[config.mk]
export PLATFORM = sky130hd
export DESIGN_NAME = rms_snr_calculator
export DESIGN_NICKNAME = d
export VERILOG_FILES = /design/src/rtl/rms_snr_calculator_pkg.sv /design/src/rtl/rms_snr_calculator_isqrt.sv /design/src/rtl/rms_snr_calculator.sv
export SDC_FILE = /design/constraint.sdc
export NUM_CORES = 1
export LEC_CHECK = 0
export ABC_AREA = 1
export BUFFER_PORTS_ARGS = -buffer_cell sky130_fd_sc_hd__buf_2
export CAP_MARGIN = 10
export CORE_ASPECT_RATIO = 0.5
export CORE_UTILIZATION = 46
export CTS_CLUSTER_DIAMETER = 50
export DETAILED_ROUTE_END_ITERATION = 7
export GPL_ROUTABILITY_DRIVEN = 0
export GPL_TIMING_DRIVEN = 0
export PLACE_DENSITY = 0.69
export SETUP_SLACK_MARGIN = 0.4
export SLEW_MARGIN = 20
export SYNTH_ARGS = -nofsm -noshare
export SYNTH_HDL_FRONTEND = slang
export SYNTH_SLANG_ARGS = --single-unit
[constraint.sdc]
create_clock -name clk -period 5.45 [get_ports clk]
set_input_delay 0.545 -clock clk [delete_from_list [all_inputs] [get_ports clk]]
set_output_delay 0.545 -clock clk [all_outputs]
set_load 0.005 [all_outputs]
[src/rtl/rms_snr_calculator_pkg.sv]
// Shared types, constants and the Q4.4 log2 helper for the RMS / SNR envelope stage.
package rms_snr_pkg;

    typedef enum logic [1:0] {
        ST_IDLE  = 2'd0,
        ST_SQRT  = 2'd1,
        ST_FLOOR = 2'd2,
        ST_SNR   = 2'd3
    } state_t;

    // Accumulator width for the default 16-bit sample, 256-sample window configuration.
    localparam int ACC_WIDTH = 40;

    localparam logic [16:0] SNR_MULT  = 17'd385;
    localparam int          SNR_SHIFT = 10;

    // Integer part is the MSB index; fraction is the next four bits, zero-padded.
    function automatic logic [7:0] log2_q44(input logic [15:0] x);
        logic [3:0]  msb;
        logic [19:0] scaled;
        msb = 4'd0;
        for (int i = 0; i < 16; i++) begin
            if (x[i]) begin
                msb = i[3:0];
            end else begin
                msb = msb;
            end
        end
        scaled = {x, 4'b0000} >> msb;
        return {msb, scaled[3:0]};
    endfunction

endpackage

[src/rtl/rms_snr_calculator_isqrt.sv]
// Restoring integer square root, one root bit per cycle MSB first.
// The first bit is resolved on the start edge, so done rises after ROOT_W edges.
module isqrt_seq #(
    parameter int ROOT_W = 16
) (
    input  logic                  clk,
    input  logic                  reset_n,
    input  logic                  start,
    input  logic [2*ROOT_W-1:0]   radicand,
    output logic                  busy,
    output logic                  done,
    output logic [ROOT_W-1:0]     root
);

    localparam int RAD_W = 2 * ROOT_W;
    localparam int REM_W = ROOT_W + 3;
    localparam int CNT_W = $clog2(ROOT_W);
    localparam logic [CNT_W-1:0] LAST_STEP = CNT_W'(ROOT_W - 1);

    logic [RAD_W-1:0]  rad_r, src_rad_s, next_rad_s;
    logic [REM_W-1:0]  rem_r, src_rem_s, shifted_rem_s, trial_s, next_rem_s;
    logic [ROOT_W-1:0] root_r, src_root_s, next_root_s;
    logic [CNT_W-1:0]  cnt_r;
    logic              busy_r, done_r, load_s, bit_s;

    assign load_s = start && !busy_r;

    // One restoring step on either the freshly loaded operand or the working registers.
    always_comb begin
        if (load_s) begin
            src_rad_s  = radicand;
            src_rem_s  = {REM_W{1'b0}};
            src_root_s = {ROOT_W{1'b0}};
        end else begin
            src_rad_s  = rad_r;
            src_rem_s  = rem_r;
            src_root_s = root_r;
        end
        shifted_rem_s = REM_W'({src_rem_s, src_rad_s[RAD_W-1:RAD_W-2]});
        trial_s       = {1'b0, src_root_s, 2'b01};
        if (shifted_rem_s >= trial_s) begin
            next_rem_s = shifted_rem_s - trial_s;
            bit_s      = 1'b1;
        end else begin
            next_rem_s = shifted_rem_s;
            bit_s      = 1'b0;
        end
        next_root_s = ROOT_W'({src_root_s, bit_s});
        next_rad_s  = RAD_W'({src_rad_s, 2'b00});
    end

    // Iteration registers and the busy/done handshake.
    always_ff @(posedge clk or negedge reset_n) begin
        if (!reset_n) begin
            rad_r  <= {RAD_W{1'b0}};
            rem_r  <= {REM_W{1'b0}};
            root_r <= {ROOT_W{1'b0}};
            cnt_r  <= {CNT_W{1'b0}};
            busy_r <= 1'b0;
            done_r <= 1'b0;
        end else if (load_s || busy_r) begin
            rad_r  <= next_rad_s;
            rem_r  <= next_rem_s;
            root_r <= next_root_s;
            if (load_s) begin
                cnt_r  <= CNT_W'(1);
                busy_r <= 1'b1;
                done_r <= 1'b0;
            end else if (cnt_r == LAST_STEP) begin
                cnt_r  <= {CNT_W{1'b0}};
                busy_r <= 1'b0;
                done_r <= 1'b1;
            end else begin
                cnt_r  <= cnt_r + CNT_W'(1);
                busy_r <= 1'b1;
                done_r <= 1'b0;
            end
        end else begin
            done_r <= 1'b0;
        end
    end

    assign busy = busy_r;
    assign done = done_r;
    assign root = root_r;

endmodule

[src/rtl/rms_snr_calculator.sv]
// Windowed mean-square energy, sequential RMS, slow-rising noise floor and integer-dB SNR.
module rms_snr_calculator
    import rms_snr_pkg::*;
#(
    parameter int SAMPLE_WIDTH     = 16,
    parameter int WINDOW_LOG2      = 8,
    parameter int FLOOR_RISE_SHIFT = 6
) (
    input  logic                    clk,
    input  logic                    reset_n,
    input  logic [SAMPLE_WIDTH-1:0] sample,
    input  logic                    sample_in_valid,
    output logic [SAMPLE_WIDTH-1:0] signal_rms,
    output logic [SAMPLE_WIDTH-1:0] snr_db,
    output logic                    rms_valid,
    output logic                    overrun
);

    localparam int SQ_W  = 2 * SAMPLE_WIDTH;
    localparam int ACC_W = ACC_WIDTH + 2 * (SAMPLE_WIDTH - 16) + (WINDOW_LOG2 - 8);
    localparam int FW    = SAMPLE_WIDTH + 1;

    logic signed [SQ_W-1:0]   sample_ext_s;
    logic [SQ_W-1:0]          sq_s, mean_sq_s;
    logic [ACC_W-1:0]         acc_r, acc_sum_s;
    logic [WINDOW_LOG2-1:0]   count_r;
    logic                     window_end_s, start_s, sqrt_busy_s, sqrt_done_s;
    logic [SAMPLE_WIDTH-1:0]  root_s, floor_r, floor_cand_s, floor_next_s;
    logic [FW-1:0]            floor_rise_s;
    logic                     first_r;
    state_t                   state_r;
    logic [7:0]               l_rms_s, l_floor_s, diff_s;
    logic [16:0]              snr_prod_s, snr_scaled_s;
    logic [SAMPLE_WIDTH-1:0]  signal_rms_r, snr_db_r;
    logic                     rms_valid_r, overrun_r;

    assign sample_ext_s = {{SAMPLE_WIDTH{sample[SAMPLE_WIDTH-1]}}, sample};
    assign sq_s         = sample_ext_s * sample_ext_s;
    assign acc_sum_s    = acc_r + ACC_W'(sq_s);
    assign mean_sq_s    = acc_sum_s[ACC_W-1:WINDOW_LOG2];
    assign window_end_s = sample_in_valid && (&count_r);
    assign start_s      = window_end_s && (state_r == ST_IDLE) && !sqrt_busy_s;

    // Energy accumulator and window counter, independent of the FSM.
    always_ff @(posedge clk or negedge reset_n) begin
        if (!reset_n) begin
            acc_r   <= {ACC_W{1'b0}};
            count_r <= {WINDOW_LOG2{1'b0}};
        end else if (sample_in_valid) begin
            count_r <= count_r + WINDOW_LOG2'(1);
            if (window_end_s) begin
                acc_r <= {ACC_W{1'b0}};
            end else begin
                acc_r <= acc_sum_s;
            end
        end else begin
            acc_r   <= acc_r;
            count_r <= count_r;
        end
    end

    // The square-root unit's operand register holds the window's mean square.
    isqrt_seq #(
        .ROOT_W   (SAMPLE_WIDTH)
    ) u_isqrt (
        .clk      (clk),
        .reset_n  (reset_n),
        .start    (start_s),
        .radicand (mean_sq_s),
        .busy     (sqrt_busy_s),
        .done     (sqrt_done_s),
        .root     (root_s)
    );

    // Noise-floor candidate: track downward immediately, leak upward slowly, never zero.
    always_comb begin
        floor_rise_s = {1'b0, floor_r} + FW'(floor_r >> FLOOR_RISE_SHIFT) + FW'(1);
        if (first_r) begin
            floor_cand_s = root_s;
        end else if (root_s < floor_r) begin
            floor_cand_s = root_s;
        end else if (floor_rise_s[SAMPLE_WIDTH]) begin
            floor_cand_s = {SAMPLE_WIDTH{1'b1}};
        end else begin
            floor_cand_s = floor_rise_s[SAMPLE_WIDTH-1:0];
        end
        if (floor_cand_s == {SAMPLE_WIDTH{1'b0}}) begin
            floor_next_s = SAMPLE_WIDTH'(1);
        end else begin
            floor_next_s = floor_cand_s;
        end
    end

    // Log-domain difference scaled to dB.
    always_comb begin
        l_rms_s   = log2_q44(root_s);
        l_floor_s = log2_q44(floor_r);
        if (l_rms_s > l_floor_s) begin
            diff_s = l_rms_s - l_floor_s;
        end else begin
            diff_s = 8'd0;
        end
        snr_prod_s   = {9'd0, diff_s} * SNR_MULT;
        snr_scaled_s = snr_prod_s >> SNR_SHIFT;
    end

    // Control FSM, floor state and registered outputs.
    always_ff @(posedge clk or negedge reset_n) begin
        if (!reset_n) begin
            state_r      <= ST_IDLE;
            floor_r      <= {SAMPLE_WIDTH{1'b0}};
            first_r      <= 1'b1;
            signal_rms_r <= {SAMPLE_WIDTH{1'b0}};
            snr_db_r     <= {SAMPLE_WIDTH{1'b0}};
            rms_valid_r  <= 1'b0;
            overrun_r    <= 1'b0;
        end else begin
            rms_valid_r <= 1'b0;
            if (window_end_s && !start_s) begin
                overrun_r <= 1'b1;
            end else begin
                overrun_r <= overrun_r;
            end
            case (state_r)
                ST_IDLE: begin
                    if (start_s) begin
                        state_r <= ST_SQRT;
                    end else begin
                        state_r <= ST_IDLE;
                    end
                end
                ST_SQRT: begin
                    if (sqrt_done_s) begin
                        state_r <= ST_FLOOR;
                    end else begin
                        state_r <= ST_SQRT;
                    end
                end
                ST_FLOOR: begin
                    floor_r <= floor_next_s;
                    first_r <= 1'b0;
                    state_r <= ST_SNR;
                end
                ST_SNR: begin
                    signal_rms_r <= root_s;
                    snr_db_r     <= SAMPLE_WIDTH'(snr_scaled_s);
                    rms_valid_r  <= 1'b1;
                    state_r      <= ST_IDLE;
                end
                default: begin
                    state_r <= ST_IDLE;
                end
            endcase
        end
    end

    assign signal_rms = signal_rms_r;
    assign snr_db     = snr_db_r;
    assign rms_valid  = rms_valid_r;
    assign overrun    = overrun_r;

endmodule

## Word level (Yosys, flattened, before mapping)

Index checks and enable logic that the tools add are counted.

| word-level totals | value |
|---|---|
| register bits after elaboration | 161 |
| word-level logic and storage cells | 96 |

| operators by class | value |
|---|---|
| shifts and indexed selects | 2 |
| reduce and logical (&&, ||, !) cells | 11 |
| magnitude comparators | 3 |
| eq/ne operators | 4 |
| mux-type cells | 52 |
| add/sub/neg operators | 7 |
| multiply operators | 2 |

Operators by type and width:

| operator | count |
|---|---|
| 4-bit 2-to-1 mux | 30 |
| 16-bit 2-to-1 mux | 5 |
| 40-bit by 32-bit adder with 40-bit output | 1 |
| 40-bit 2-to-1 mux | 1 |
| 20-bit by 4-bit right shift with 4-bit output | 2 |
| 17-bit 2-to-1 mux | 2 |
| 16-bit by 16-bit multiplier with 32-bit output | 1 |
| 32-bit 2-to-1 mux | 1 |
| 19-bit by 18-bit greater-or-equal comparator with 1-bit output | 1 |
| 16-bit by 10-bit adder with 17-bit output | 1 |
| 17-bit by 1-bit adder with 17-bit output, second input constant | 1 |
| 8-bit by 9-bit multiplier with 17-bit output, second input constant | 1 |
| 17-bit subtractor | 1 |
| 16-bit logical NOT | 1 |
| 16-bit less-than comparator | 1 |
| 1-bit 2-to-1 mux | 10 |
| 8-bit by 1-bit adder with 8-bit output, second input constant | 1 |
| 8-bit greater-than comparator | 1 |
| 8-bit 2-to-1 mux | 1 |
| 2-bit case mux with 4 select lines | 1 |
| 8-bit AND reduction | 1 |
| 8-bit subtractor | 1 |
| 1-bit logical AND | 5 |
| 4-bit by 1-bit adder with 4-bit output, second input constant | 1 |
| 7 further kinds | 9 |

## Logic depth before layout (Yosys ltp)

Gate-level depths: netlist (run 1).

| depth | value |
|---|---|
| depth after elaboration | 19 |
| depth in mapped cells | 51 |
| gate-level depth less buffers | 50 |

## By module

Synthesis (run 1) repeated with hierarchy kept, for this count alone.

| second synthesis, totals | value |
|---|---|
| cells, all modules | 2968 |
| area, all modules | 22121.2 µm² |

Modules (own cells, without submodules):

| module | instances | sequential area each (µm²) | cells each | area each (µm²) |
|---|---|---|---|---|
| rms_snr_calculator | 1 | 2303.5 | 2426 | 18038.6 |
| isqrt_seq | 1 | 1726.7 | 542 | 4082.7 |

## Least setup slack after synthesis (run 1)

Ideal clock, no wire load.

| timing | value |
|---|---|
| kind | input -> register |
| start | in sample[1] |
| end | reg u_isqrt.rem_r[12] |
| stages on the path | 47 |
| setup time | 124 ps |
| data required time | 5326 ps |
| slack | -3435 ps |
| arrival time | 8761 ps |
| cell sequence | clkbuf_1 clkbuf_1 nand2_1 inv_1 fa_1 inv_1 fa_1 inv_1 fa_1 fa_1 fa_1 inv_1 fa_1 inv_1 ha_1 a21oi_1 o221ai_1 a21oi_1 [... 11 more ...] inv_1 nor2_1 and3_1 nand2_2 nand3_1 nand3_2 nand2_2 ha_1 o21ai_0 a21oi_1 a21oi_1 a211oi_1 o21ai_0 nand3_1 nand2_1 xor2_1 a21oi_1 a21oi_1 |

| between the ends | value |
|---|---|
| word-level cells in the longest chain between the ends | 5 |
| elaborated cells on any way between the ends | 6 |
| those cells by class | add/sub: 2; mul: 1; order compare: 1; mux: 2 |

RTL lines:

| item | line | RTL |
|---|---|---|
| from (decl) | rms_snr_calculator.sv:11 | `input logic [SAMPLE_WIDTH-1:0] sample,` |
| 16-bit by 16-bit multiplier with 32-bit output * | rms_snr_calculator.sv:38 | `assign sq_s = sample_ext_s * sample_ext_s;` |
| 40-bit by 32-bit adder with 40-bit output * | rms_snr_calculator.sv:39 | `assign acc_sum_s = acc_r + ACC_W'(sq_s);` |
| 32-bit 2-to-1 mux * | rms_snr_calculator_isqrt.sv:30 | `if (load_s) begin` |
| 17-bit subtractor / 19-bit by 18-bit greater-or-equal comparator with 1-bit output (equally long branches) | rms_snr_calculator_isqrt.sv:42, rms_snr_calculator_isqrt.sv:41 |  |
| 17-bit 2-to-1 mux * | rms_snr_calculator_isqrt.sv:41 | `if (shifted_rem_s >= trial_s) begin` |
| to (signal assigned) | rms_snr_calculator_isqrt.sv:56 | `rem_r <= {REM_W{1'b0}};` |
| to (signal assigned) | rms_snr_calculator_isqrt.sv:63 | `rem_r <= next_rem_s;` |
| to (decl) | rms_snr_calculator_isqrt.sv:21 | `logic [REM_W-1:0] rem_r, src_rem_s, shifted_rem_s, trial_s, next_rem_s;` |

Every way passes the cells marked *; elsewhere a longest branch is shown, timed or not.
A chain may end at the register's enable or synchronous reset.

## Worst setup path after layout (run 1)

| timing | value |
|---|---|
| start | in sample[2] |
| end | reg u_isqrt.rem_r[12] |

The elaborated chain is that of the path after synthesis.

==> reports/metrics.yaml, run 1 <==
outcome: "finished, violations left"
violations: "negative setup slack"
syn_area_um2: 21400
cp-start-kind: "input port"
clock.fmax_ghz: 0.1166
vias: 19500
syn-instance-count: 2797
crit_path_max_fanout: 10
numPortBuffers: 35
skew_ns: 0.01357
yosys_warnings: 0
clkSinkCount: 161
clockBufferDepth: 2
grtUsageTotal: 0.2554
fillerInstances: 3899
yosysSeqAreaShare: 0.1883
synth-async-reset-ratio: 1.000
synth_top_area_cell: "fa_1"
synth_seq_cells: 161
max_stage_delay_ns: 0.57
cts_inserted_buffers: 17
drive_above_1_share: 0.2233
finalHoldViolCount: 0
cts_tree: "built"
dieArea_um2: 47450
rsz0062_at_grt: "yes"
yosys-top-cells-area: "fa_1 23%, dfrtp_1 19%, nand2_1 12%"
place_hpwl_mm: 43.98
dp_slack_ns: -3.979
antenna_cells: 0
overflow: 0
cts-root-buf: "clkbuf_16"
core_um2: 45560
wl_mm: 61.29
cp.required_ns: 5.81
crit_slowest_cell: "fa_1"
synth_edf_count: 0
synth_top_cell_area_share: 0.2254
drv_slew: 0
die_w_um: 307.1
drt_iter0_markers: 1395
grt_max_degree: 93
vias_per_cell: 5.316
antenna_found_initial: 0
synthTopCellsByCount: "663 x nand2_1, 598 x inv_1, 241 x fa_1"
holdBufCountCts: 0
worst_pin_slew_ns: 0.9204
final_nets: 3481
relSlewSlack: 0.3841
dr.pass1.iters: 6
startpoint: "sample[2]"
finalCritPeriodShare: 1.574
worstSetupPathType: "in2reg"
ys_types: 58
grt_first_pass_wirelength_mm: 97.74
htreeDepth: 4
hold_path.class: "in2async"
synth_flop_cell: "dfrtp_1"
grt_pass1_vias: 19455
syn_avg_cell_area_um2: 7.653
pin_count: 53
num_rows: 55
setup_viol: 85
start_util: 0.4698
die_h_um: 154.5
wl_per_cell_um: 16.71
arrival_ns: 8.94
drc: 0
syn_to_final_growth_pct: 26.04
synth_most_common_cell: "nand2_1"
cap_violations: 0
insertion_delay_ns: 0.44
cts.clk_slew.worst_paths_ns: 0.07
fin_ws_ns: -3.129
worst_setup_path_end_kind: "register"
rr_startpoint: "u_isqrt.root[1]"
period_minus_slack_ns: 8.579
antenna_left: 0
timing repair:
item,CTS,global route
buffers inserted,106,56
endpoints found under the setup margin,87,88
pin swaps,118,115
cloned,6,0
resized for setup,205,177
per-layer routing:
layer	wire length [um]	GRT usage	vias to the layer above
met1	25650	0.3346	9482
met4	2052	0.08244	0
met2	29880	0.4390	690
met3	3706	0.03412	162
met5	0	0	-
li1	-	-	9166
per-stage QoR:
step                      TNS, ns  cell area, um2  hold WS, ns  cells    util
after floorplan            -99.25           22450       0.2494   2805       -
after global placement    -178.22           23410       0.4411   3467  0.5138
after detailed placement  -181.51           23450       0.4406   3468  0.5146
after CTS                 -122.51           25810       0.1611   3612  0.5665
after global routing      -166.69           26980       0.1930   3668  0.5922
final                     -141.26           26980       0.1366   3668  0.5922
layout by cell type, fill, tap and decap left out, drive strengths merged, types with 62 or more instances in the layout:
cell type  instances
a21oi            121
buf              223
clkbuf            93
dfrtp            160
fa               241
ha               193
inv              601
nand2            670
nand3             85
nor2             155
o21ai            173
xor2              62
cell type report:
type | count | area [um2] | area share
Tap cell | 627 | 784.5 | 0.02908
Buffer | 91 | 930.9 | 0.03451
Multi-Input combinational cell | 1952 | 16600 | 0.6153
Inverter | 601 | 2267 | 0.08404
Clock buffer | 21 | 460.4 | 0.01707
Timing Repair Buffer | 204 | 1768 | 0.06553
Clock inverter | 11 | 128.9 | 0.004777
Sequential cell | 161 | 4038 | 0.1497
cell families after synthesis:
family | after synthesis | share of synthesized area
other | 1 | 0.0001752
xor gates and xnor gates | 105 | 0.04332
buffers and inverters | 692 | 0.1245
AOI/OAI and AO/OA | 430 | 0.1180
DFF | 161 | 0.1883
adders and majority gates | 434 | 0.3382
and+or+nand+nor | 974 | 0.1875
worst max-delay path: cells and delay by family:
kind	cells	cell delay [ns]
buf+inv	8	0.70
simple gates	12	1.12
fa+ha+maj	9	3.92
compound gates	15	2.26
xor+xnor	2	0.38
worst paths after layout:
kind | slack (ns) | cells past startpoint | end
max | -3.13 | 46 | u_isqrt.rem_r[12]
min | 0.14 | 1 | acc_r[9]
max reg2reg | -0.57 | 42 | snr_db[5]
min reg2reg | 0.45 | 2 | first_r
max in group asynchronous | 4.50 | 2 | u_isqrt.root[1]
min in group clk | 0.39 | 2 | count_r[0]
registers in the layout, indices dropped and copies added (netlist names), named ones only:
register	count
u_isqrt.done	1
floor_r	16
u_isqrt.root	16
snr_db	7
count_r	8
u_isqrt.busy	1
first_r	1
acc_r	40
overrun	1
state_r	1
u_isqrt.rem_r	17
signal_rms	16
u_isqrt.cnt_r	4
u_isqrt.rad_r	30
rms_valid	1
Power of run 1 is not shown: default switching activity piles up to over one toggle a cycle in this logic, so the estimate is an artifact.
==> run 2, diff against run 1 <==
SETUP_SLACK_MARGIN = default   (was 0.4)
==> run 2 against run 1 <==
  * The flow still finishes with violations (negative setup slack)
  * Via count is 2.5% lower
  * Wire length shrank 3.0%
  * Clock skew rose by 0.0037 ns
  * Worst setup slack improved by 0.095 ns
  * Flip-flop and latch count unchanged
  * Critical path depth unchanged
  * Maximum frequency is 1.1% higher
  * Sequential share of layout area grew 0.22 points
  * Worst hold slack got worse by 0.092 ns
  * Utilization is 0.91 points lower
  * Cell count is 0.35% lower
  * Design area shrank 1.5%
  * Critical path type unchanged
  * Critical endpoint unchanged
==> reports/metrics.yaml, run 2 (synthesis gave the netlist of run 1 again) <==
top_regs: "acc_r x40, u_isqrt.rad_r x30, u_isqrt.rem_r x17"
antenna_cells: 0  # unchanged
drc: 0  # unchanged
place_hpwl_mm: 44.06  # +0.20%
rsz0062_at_grt: "yes"
setup_viol: 83  # -2.4%
path_buf_inv: 7  # -1
antenna_found_initial: 0  # unchanged
worstSetupPathType: "in2reg"
most-common-layout-cells: "580 x nand2_1, 533 x inv_1, 216 x fa_1, 160 x ha_1, 156 x dfrtp_1"
overflow: 0  # unchanged
clock.fmax_ghz: 0.1179  # +1.1%
arrival_ns: 8.80  # -0.14 ns
grt_max_degree: 96  # +3.2%
fin_ws_ns: -3.033  # +0.09531 ns
clkSinkCount: 161  # unchanged
drt_iter0_markers: 1479  # +6.0%
grt_first_pass_wirelength_mm: 98.59  # +0.88%
crit_family: "adder cells"
cp.required_ns: 5.77  # -0.04 ns
die_w_um: 307.1  # unchanged
crit_slowest_cell: "fa_2"
outcome: "finished, violations left"
cts_tree: "built"
largest_reg_flops: 40  # unchanged
crit_path_max_fanout: 10  # unchanged
worst_pin_slew_ns: 0.8260  # -0.09435 ns
cts.clk_slew.worst_paths_ns: 0.06  # about the same
core_um2: 45560  # unchanged
antenna_left: 0  # unchanged
skew_ns: 0.01724  # +0.003667 ns
vias_per_cell: 5.204  # -2.1%
violations: "negative setup slack"
rr_endpoint: "snr_db[4]"
start_util: 0.4698  # unchanged
drv_slew: 0  # unchanged
final_nets: 3470  # -0.32%
rr_startpoint: "u_isqrt.root[1]"
syn_to_final_growth_pct: 24.11
cts-root-buf: "clkbuf_16"
numPortBuffers: 35  # unchanged
final_util: 0.5831  # -0.009091
finalHoldViolCount: 0  # unchanged
grt_pass1_vias: 19444  # -0.057%
tns_ns: -131.33  # +9.937 ns
worst_setup_path_end_kind: "register"
insertion_delay_ns: 0.44  # about the same
cap_violations: 0  # unchanged
final_common_cell: "nand2_1"
clockBufferDepth: 2  # unchanged
cts_inserted_buffers: 17  # unchanged
finalCritPeriodShare: 1.557  # -0.01749
max_stage_delay_ns: 0.60  # +0.03 ns
vias: 19021  # -2.5%
drive_above_1_share: 0.2229  # -0.0003624
cp-start-kind: "input port"
grtUsageTotal: 0.2576  # +0.002187
dieArea_um2: 47450  # unchanged
dr.pass1.iters: 6  # unchanged
num_rows: 55  # unchanged
wl_per_cell_um: 16.27  # -2.7%
htreeDepth: 4  # unchanged
hold_path.class: "in2async"
regMostFlops: "acc_r"
period_minus_slack_ns: 8.483  # -0.09531 ns
relSlewSlack: 0.4473  # +0.06313
rrSetupSlack_ns: -0.47  # +0.10 ns
fillerInstances: 3917  # +0.46%
r2r_cells: 39  # -7.1%
die_h_um: 154.5  # unchanged
pin_count: 53  # unchanged
wl_mm: 59.46  # -3.0%
-- run 2: layer usage --
metal  global-route usage  vias up  routed length, um
met5                    0        -                  0
met4              0.08268        0               1779
met3              0.03384      127               3093
met2               0.4401      589              28830
met1               0.3403     9170              25750
li1                     -     9135                  -
-- run 2: worst max-delay path by stage --
stage               startpoint           endpoint  slack [ns]  cells after the start
floorplan            sample[3]  u_isqrt.rem_r[12]       -2.72                     46
global placement    sample[12]  u_isqrt.rem_r[12]       -3.93                     46
detailed placement  sample[12]  u_isqrt.rem_r[12]       -3.96                     46
CTS                  sample[9]  u_isqrt.rem_r[12]       -2.74                     49
global route         sample[6]  u_isqrt.rem_r[12]       -3.34                     43
finish               sample[5]  u_isqrt.rem_r[12]       -3.03                     46
-- run 2: timing repair --
item / 4_1_cts / 5_1_grt
cloned: 5 / 1
setup buffers: 118 / 38
endpoints found under the setup margin: 85 / 86
resized for setup: 227 / 150
hold buffers: 0 / 0
pin swaps: 148 / 117
-- run 2: cell type report --
type                    count  area [um2]  share of cell area
inverters                 601        2265             0.08525
repair buffers            195        1652             0.06217
flip-flops and latches    161        4035              0.1519
clock inverters            12       111.4            0.004192
well taps                 627       784.5             0.02953
multi-input cells        1952       16440              0.6190
clock buffers              18       429.2             0.01616
plain buffers              89       845.8             0.03184
-- run 2: metrics by stage --
stage	hold slack, ns	cell area [um2]	setup slack, ns	instances
6_report	0.04505	26560	-3.033	3655
5_1_grt	0.08456	26560	-3.342	3655
4_1_cts	0.07116	25780	-2.738	3619
3_3_place_gp	0.4374	23290	-3.927	3467
3_5_place_dp	0.4395	23330	-3.957	3468
2_1_floorplan	0.2494	22330	-2.724	2805
Power of run 2 is left out for the same reason.
==> run 3, diff against run 2 <==
CORE_MARGIN = 2   (was default)
CORE_UTILIZATION = 35   (was 46)
PLACE_DENSITY = 0.56   (was 0.69)
==> run 3 against run 2 <==
  * The run still ends with negative setup slack left
  * Utilization shrank 13 points
  * Clock skew shrank 0.0028 ns
  * Sequential share of layout area shrank 0.48 points
  * Clock-buffer cell count grew 1
  * Die area grew 33%
  * Cell count grew 5.6%
  * Flip-flop and latch count is the same
  * Critical path depth grew 5
  * Wire length grew 1.8%
  * Worst setup slack gained 0.21 ns
  * Maximum frequency grew 2.5%
  * Largest cell class unchanged
  * Critical path type unchanged
==> reports/metrics.yaml, run 3 (synthesis gave the netlist of run 1 again) <==
outcome: "finished, violations left"
violations: "negative setup slack"
clkSinkCount: 161  # unchanged
cts-root-buf: "clkbuf_16"
crit_slowest_cell: "fa_1"
holdBufCountCts: 0  # unchanged
wl_mm: 60.55  # +1.8%
cap_violations: 0  # unchanged
relSlewSlack: 0.4190  # -0.02830
num_rows: 64  # +16%
crit_path_max_fanout: 6  # -4
period_minus_slack_ns: 8.275  # -0.2088 ns
rr_endpoint: "snr_db[5]"
rsz0062_at_grt: "yes"
syn_to_final_growth_pct: 28.20
max_stage_delay_ns: 0.60  # about the same
worstSetupPathType: "in2reg"
antenna_left: 0  # unchanged
cts.clk_slew.worst_paths_ns: 0.07  # about the same
start_util: 0.3522  # -0.1177
regMostFlops: "acc_r"
vias_per_cell: 4.826  # -7.3%
htreeDepth: 4  # unchanged
grt_pass1_vias: 18862  # -3.0%
finalCritPeriodShare: 1.518  # -0.03830
placed_cell_area_um2: 23580  # +1.1%
final_nets: 3476  # +0.17%
finalHoldViolCount: 0  # unchanged
clock.fmax_ghz: 0.1209  # +2.5%
vias: 18624  # -2.1%
dr.pass1.iters: 5  # -1
rrSetupSlack_ns: -0.59  # -0.12 ns
cp.required_ns: 5.78  # about the same
drc: 0  # unchanged
numPortBuffers: 35  # unchanged
fin_ws_ns: -2.825  # +0.2087 ns
stdcell_area_um2: 27440  # +3.3%
die_w_um: 353.7  # +15%
grtUsageTotal: 0.1902  # -0.06742
drv_slew: 0  # unchanged
rr_startpoint: "u_isqrt.root[1]"
drive_above_1_share: 0.2413  # +0.01835
setup_viol: 85  # +2.4%
worst_setup_path_end_kind: "register"
tns_ns: -124.57  # +6.757 ns
core_um2: 60780  # +33%
clockBufferDepth: 2  # unchanged
cp-start-kind: "input port"
grt_first_pass_wirelength_mm: 97.31  # -1.3%
most-common-layout-cells: "565 x nand2_1, 538 x inv_1, 219 x fa_1, 154 x dfrtp_1, 149 x ha_1"
final_common_cell: "nand2_1"
dieArea_um2: 63270  # +33%
cts_tree: "built"
r2r_cells: 43  # +10%
cts_inserted_buffers: 17  # unchanged
antenna_found_initial: 0  # unchanged
arrival_ns: 8.61  # -0.19 ns
die_h_um: 178.9  # +16%
wl_per_cell_um: 15.69  # -3.5%
drt_iter0_markers: 1227  # -17%
overflow: 0  # unchanged
worst_pin_slew_ns: 0.8683  # +0.04229 ns
grt_max_degree: 85  # -11%
fin_hold_ws_ns: 0.07191  # +0.02687 ns
top_regs: "acc_r x40, u_isqrt.rad_r x30, u_isqrt.rem_r x17"
pin_count: 53  # unchanged
dp_slack_ns: -4.030  # -0.07352 ns
insertion_delay_ns: 0.45  # about the same
largest_reg_flops: 40  # unchanged
antenna_cells: 0  # unchanged
hold_path.class: "in2async"
place_hpwl_mm: 45.84  # +4.0%
skew_ns: 0.01445  # -0.002790 ns
==> run 3: worst max-delay path: cells and delay by family <==
kind | cells | cell delay (ns)
adder cells (fa/ha/maj) | 9 | 3.84
AO/OA/AOI/OAI | 14 | 1.66
buffers and inverters | 12 | 1.22
AND/OR/NAND/NOR | 14 | 0.99
XOR/XNOR | 2 | 0.36
==> run 3: cell type report <==
type | instances | area [um2]
inverter | 601 | 2267
clock buffer | 19 | 442.9
sequential | 161 | 4038
timing repair buffer | 200 | 1740
tap | 825 | 1032
multi-input combinational | 1952 | 16900
clock inverter | 11 | 131.4
buffer | 90 | 884.6
fill | 5868 | 33340
==> run 3: repair_timing <==
item                                   in CTS  in global routing
cloned                                      3                  1
endpoints found under the hold margin       0                  0
setup buffers                              99                 65
resized for setup                         245                238
setup endpoints to repair                  85                 86
pin swaps                                 141                181
==> run 3: routing by layer <==
layer | up-vias | share of wire | global-route usage
met5 | - | 0 | 0
met1 | 9066 | 0.47 | 0.2611
met4 | 0 | 0.020 | 0.04858
met2 | 334 | 0.48 | 0.3236
li1 | 9139 | - | -
met3 | 85 | 0.033 | 0.01781
==> run 3: worst max path at each step <==
stage                        endpoint  slack (ns)  startpoint
floorplan           u_isqrt.rem_r[12]       -2.72   sample[3]
global placement    u_isqrt.rem_r[12]       -4.04  sample[12]
detailed placement  u_isqrt.rem_r[12]       -4.03  sample[12]
CTS                 u_isqrt.rem_r[12]       -2.88   sample[8]
global route        u_isqrt.rem_r[12]       -3.26   sample[9]
finish              u_isqrt.rem_r[10]       -2.82   sample[1]
==> run 3: metrics by stage <==
stage	utilization	cells
3_5_place_dp	0.3879	3666
3_3_place_gp	0.3873	3665
6_report	0.4515	3859
4_1_cts	0.4297	3798
5_1_grt	0.4515	3859
2_1_floorplan	-	2805
Power of run 3 is left out for the same reason.
